==> src/rtl/phase_sequencer_pkg.sv <==
// Shared state type and sizing helper for the phase sequencer and its prescaler.
package phase_sequencer_pkg;

  typedef enum logic [1:0] {
    HALTED,
    RUNNING,
    STEPPING
  } seq_state_t;

  // Counter width for a modulo-n counter; never narrower than one bit.
  function automatic int cnt_width(input int n);
    return (n > 1) ? $clog2(n) : 1;
  endfunction

endpackage

==> src/rtl/tick_prescaler.sv <==
// Divides CLOCK_50 down to a one-cycle tick every QUARTER cycles while enabled.
module tick_prescaler
  import phase_sequencer_pkg::*;
#(
  parameter int QUARTER = 100000
) (
  input  logic CLOCK_50,
  input  logic reset_n,
  input  logic en,
  output logic tick
);

  localparam int W = cnt_width(QUARTER);
  localparam logic [W-1:0] LAST = W'(QUARTER - 1);

  logic [W-1:0] count;

  assign tick = en && (count == LAST);

  always_ff @(posedge CLOCK_50 or negedge reset_n) begin
    if (!reset_n) begin
      count <= '0;
    end else if (!en || tick) begin
      count <= '0;
    end else begin
      count <= count + 1'b1;
    end
  end

endmodule

==> src/rtl/phase_sequencer.sv <==
// CPU, memory and auxiliary phase generator with run/halt, single-step and
// one-cycle edge strobes that coincide with each registered phase change.
module phase_sequencer
  import phase_sequencer_pkg::*;
#(
  parameter int                 QUARTER    = 100000,
  parameter int                 MEM_TICKS  = 4,
  parameter int                 NUM_AUX    = 1,
  parameter logic [NUM_AUX-1:0] AUX_INVERT = '1
) (
  input  logic               CLOCK_50,
  input  logic               reset_n,
  input  logic               run,
  input  logic               step,
  output logic               cpu_phi,
  output logic               mem_phi,
  output logic [NUM_AUX-1:0] aux_phi,
  output logic               cpu_rise,
  output logic               cpu_fall,
  output logic               mem_edge,
  output logic               halted
);

  localparam int TW = cnt_width(MEM_TICKS);
  localparam logic [TW-1:0] TLAST = TW'(MEM_TICKS - 1);

  seq_state_t      state;
  logic            tick;
  logic            en;
  logic            cpu_edge;
  logic            fall_now;
  logic [TW-1:0]   tick_cnt;

  assign en       = (state != HALTED);
  assign cpu_edge = tick && (tick_cnt == TLAST);
  assign fall_now = cpu_edge && cpu_phi;

  tick_prescaler #(
    .QUARTER (QUARTER)
  ) u_prescaler (
    .CLOCK_50 (CLOCK_50),
    .reset_n  (reset_n),
    .en       (en),
    .tick     (tick)
  );

  // Halting only on a CPU falling edge leaves both counters at zero with
  // cpu_phi=0 and mem_phi=1, so a restart resumes the reset phase relationship.
  always_ff @(posedge CLOCK_50 or negedge reset_n) begin
    if (!reset_n) begin
      state    <= HALTED;
      halted   <= 1'b1;
      tick_cnt <= '0;
      cpu_phi  <= 1'b0;
      mem_phi  <= 1'b1;
      aux_phi  <= AUX_INVERT;
      cpu_rise <= 1'b0;
      cpu_fall <= 1'b0;
      mem_edge <= 1'b0;
    end else begin
      cpu_rise <= 1'b0;
      cpu_fall <= 1'b0;
      mem_edge <= 1'b0;

      if (tick) begin
        mem_phi  <= ~mem_phi;
        mem_edge <= 1'b1;
        tick_cnt <= cpu_edge ? '0 : tick_cnt + 1'b1;
        if (cpu_edge) begin
          cpu_phi  <= ~cpu_phi;
          aux_phi  <= ~aux_phi;
          cpu_rise <= ~cpu_phi;
          cpu_fall <= cpu_phi;
        end
      end

      case (state)
        HALTED: begin
          if (run) begin
            state  <= RUNNING;
            halted <= 1'b0;
          end else if (step) begin
            state  <= STEPPING;
            halted <= 1'b0;
          end
        end
        RUNNING: begin
          if (fall_now && !run) begin
            state  <= HALTED;
            halted <= 1'b1;
          end
        end
        STEPPING: begin
          if (fall_now) begin
            if (run) begin
              state <= RUNNING;
            end else begin
              state  <= HALTED;
              halted <= 1'b1;
            end
          end
        end
        default: begin
          state  <= HALTED;
          halted <= 1'b1;
        end
      endcase
    end
  end

endmodule
==> config.mk <==
export PLATFORM = sky130hd
export DESIGN_NAME = phase_sequencer
export DESIGN_NICKNAME = d
export VERILOG_FILES = /design/src/rtl/phase_sequencer_pkg.sv /design/src/rtl/tick_prescaler.sv /design/src/rtl/phase_sequencer.sv
export SDC_FILE = /design/constraint.sdc
export NUM_CORES = 1
export LEC_CHECK = 0
export ABC_AREA = 1
export BUFFER_PORTS_ARGS = -buffer_cell sky130_fd_sc_hd__buf_2
export CORE_MARGIN = 5
export CORE_UTILIZATION = 61
export CTS_BUF_LIST = sky130_fd_sc_hd__clkbuf_4 sky130_fd_sc_hd__clkbuf_8
export DETAILED_ROUTE_END_ITERATION = 8
export GPL_ROUTABILITY_DRIVEN = 0
export PLACE_DENSITY = 0.86
export SYNTH_ARGS = -nofsm -noshare
export SYNTH_HDL_FRONTEND = slang
export SYNTH_SLANG_ARGS = --single-unit
==> constraint.sdc <==
create_clock -name CLOCK_50 -period 1.8 [get_ports CLOCK_50]
set_clock_uncertainty 0.1 [all_clocks]
set_input_delay 0.18 -clock CLOCK_50 [delete_from_list [all_inputs] [get_ports CLOCK_50]]
set_output_delay 0.18 -clock CLOCK_50 [all_outputs]
set_load 0.01 [all_outputs]
==> impl_metrics.ini <==
[status]
status = finished, final reports clean

[power]
p_per_area_mw_per_mm2 = 981.9
ir_drop_mv = 0.8101
leakage_nw = 0.8287

[global_route]
grt_pass1_vias = 1194
grt_overflow = 0
grt_max_degree = 29
grt_first_pass_wirelength_um = 4995
antenna_found_initial = 0
grtUsageTotal = 0.1843

[detailed_routing]
drc_errors = 0
ant_nets = 0
wl_per_cell_um = 13.66
vias = 1231
drt-total-wl_um = 3033
drt_iter0_markers = 40
via_per_inst = 5.545
first_pass_iters = 4

[setup_path]
cp_cell_sequence = ha_4, nand3_4, inv_4, nand2_4, nor2_4, nand3_4, nor2_4, nand3_2, nor2_1, nor2_1, nor2_1
path_class = reg -> reg
critPathBufInv = 1
startpoint_type = register
path_max_fanout = 4
cp_slowest_cell = dfrtp_1
end_kind = register
cpPeakStageDelay_ns = 0.43
required_ns = 1.98
path_delay_family = simple AND/OR/NAND/NOR gates
crit_arrival_ns = 1.95
crit_top_cell = nor2_1

[cells_and_area]
drive_above_1_share = 0.2784
seq_area_um2 = 704.4
nets = 201
fin_cells = 222
n_antenna_cell = 0
fillers = 147
multi_input_area_um2 = 730.7
area_growth_pct = 18.62

[placement]
dp.cells = 211
dp_hpwl_um = 2131
post-place-ws_ns = -0.009001
io_buffer_count = 10

[sta]
rsz0062_at_grt = yes
drv_slew = 0
setup_ws_ns = 0.02761
hold_viol = 0
slew_headroom = 0.5940
max_slew.worst_pin.slew_ns = 0.6090
max_freq_mhz = 564.2
fin_crit_sh = 0.9847
period_needed_ns = 1.772
setup_viol = 0

[clock_network]
worstSkewPairLatency_ns = 0.33
clkSinkCount = 28
cts_buffers = 3
clk_pin_slew_ns = 0.15
cts_tree = built
clockRootBuffer = clkbuf_4
cts.htree.levels = 1
clock_path_buffers = 2

[yosys]
ys_types = 25
yosys.area_share.simple = 0.3211
synthCells = 173
synth.yosys.seq_area_share = 0.4808
synth_xor_area_frac = 0.03587
synth_compound_gate_area_share = 0.06746
yosys_warnings = 0
synth_top_family_by_area = simple AND/OR/NAND/NOR gates
synth-adder-area-share = 0.01708
syn_area_mm2 = 0.001465
syn_nets = 179
ys_ff_latch = 28
synth.area.mux_share = 0.007686
syn_avg_cell_area_um2 = 8.469

[flow_run]
drv_cap = 0

[floorplanning]
die-area_mm2 = 0.003482
core_mm2 = 0.002255
ioPinCount = 11
start_util = 0.6498
die_height_um = 59.01
die_w_um = 59.01
rows = 17

[worst_hold_path]
hold_class = in -> reg
==> stage by stage <==
| stage | total power (W) | instance area (µm²) | TNS (ns) | hold slack [ns] | utilization |
|---|---|---|---|---|---|
| after detailed placement | 0.001223 | 1553 | -0.009001 | 0.1267 | 0.6887 |
| after CTS | 0.001662 | 1635 | 0 | 0.00009304 | 0.7253 |
| final | 0.001707 | 1738 | 0 | 0.01413 | 0.7708 |
| after global placement | 0.001189 | 1553 | 0 | 0.1155 | 0.6887 |
| after floorplan | 0.001090 | 1465 | 0 | -0.2156 | - |
| after global routing | 0.001818 | 1738 | -0.2640 | 0.005827 | 0.7708 |
==> worst register-to-register path, delay by kind of cell, from the launching register on <==
family                   cells  cell delay (ns)
AND/OR/NAND/NOR              9             0.91
flip-flops                   1             0.43
adder cells (fa/ha/maj)      1             0.17
buffers and inverters        1             0.09
==> final timing paths <==
kind                                           start               endpoint  slack, ns  depth (start not counted)
worst max-delay path            u_prescaler.count[0]  u_prescaler.count[14]       0.03                         11
worst min-delay path                             run               state[0]       0.01                          3
worst max register to register  u_prescaler.count[0]  u_prescaler.count[14]       0.03                         11
worst min register to register                halted                 halted       0.38                          2
max in group asynchronous                    reset_n  u_prescaler.count[10]       0.93                          2
min in group asynchronous                    reset_n   u_prescaler.count[3]       0.27                          2
==> cells by family (layout without fill, tap and decap cells) <==
| kind of cell | after synthesis | after routing |
|---|---|---|
| simple gates | 90 | 90 |
| xor+xnor | 6 | 6 |
| fa+ha+maj | 2 | 2 |
| flops | 28 | 28 |
| compound gates | 19 | 19 |
| mux | 1 | 1 |
| buf+inv | 27 | 48 |
==> registers in the layout, indices dropped and copies added (netlist names) <==
| signal | flops |
|---|---|
| aux_phi | 1 |
| cpu_fall | 1 |
| cpu_phi | 1 |
| cpu_rise | 1 |
| halted | 1 |
| mem_edge | 1 |
| mem_phi | 1 |
| state | 2 |
| tick_cnt | 2 |
| u_prescaler.count | 17 |
==> cells in the mapped netlist, drive strengths merged <==
cell	n	area, µm²
o21ai	9	45.04
xor2	4	35.03
mux2	1	11.26
nor2	35	176.4
xnor2	2	17.52
dfrtp	25	625.6
a21oi	8	40.04
nor3	3	15.01
ha	2	25.02
nand2	31	131.4
inv	26	97.59
buf	1	5.000
nand3	14	97.60
dfstp	3	78.83
nand4	7	50.05
a31oi	1	6.260
o21a	1	7.510
==> cell type report <==
class / instances / area share
multi-input combinational: 118 / 0.4204
sequential: 28 / 0.4053
timing repair buffer: 18 / 0.06623
inverter: 26 / 0.05760
tap: 28 / 0.02016
clock inverter: 1 / 0.01728
clock buffer: 3 / 0.01296
==> layer usage <==
metal  vias to the layer above  wire, µm  track usage
met4                         0        48      0.08091
met1                       594      1273       0.2207
met3                         5       133      0.02832
met2                        40      1578       0.3249
li1                        592         -            -
met5                         -         0            0
==> report_power, final <==
part | internal (W) | leakage (nW) | switching (W)
Clock | 0.000225 | 0.0279 | 0.000189
Sequential | 0.000705 | 0.375 | 0.0000767
Combinational | 0.000200 | 0.426 | 0.000310
==> placed cells by master, fill, tap and decap left out, types with 6 or more instances in the layout <==
| master | instances |
|---|---|
| inv_1 | 22 |
| nor2_1 | 26 |
| nand4_1 | 6 |
| nor2_4 | 7 |
| dfrtp_1 | 25 |
| nand3_1 | 7 |
| a21oi_1 | 8 |
| o21ai_0 | 7 |
| buf_2 | 10 |
| nand2_1 | 25 |
| buf_4 | 6 |
==> what timing repair did <==
item                                    CTS  global route
setup buffers                             1             4
hold buffers                              2             0
endpoints found under the hold margin    26             0
endpoints found under the setup margin    1             7
gates resized for setup                   1            16
pin swaps                                 0             8
Power figures use the tool's default switching activity.
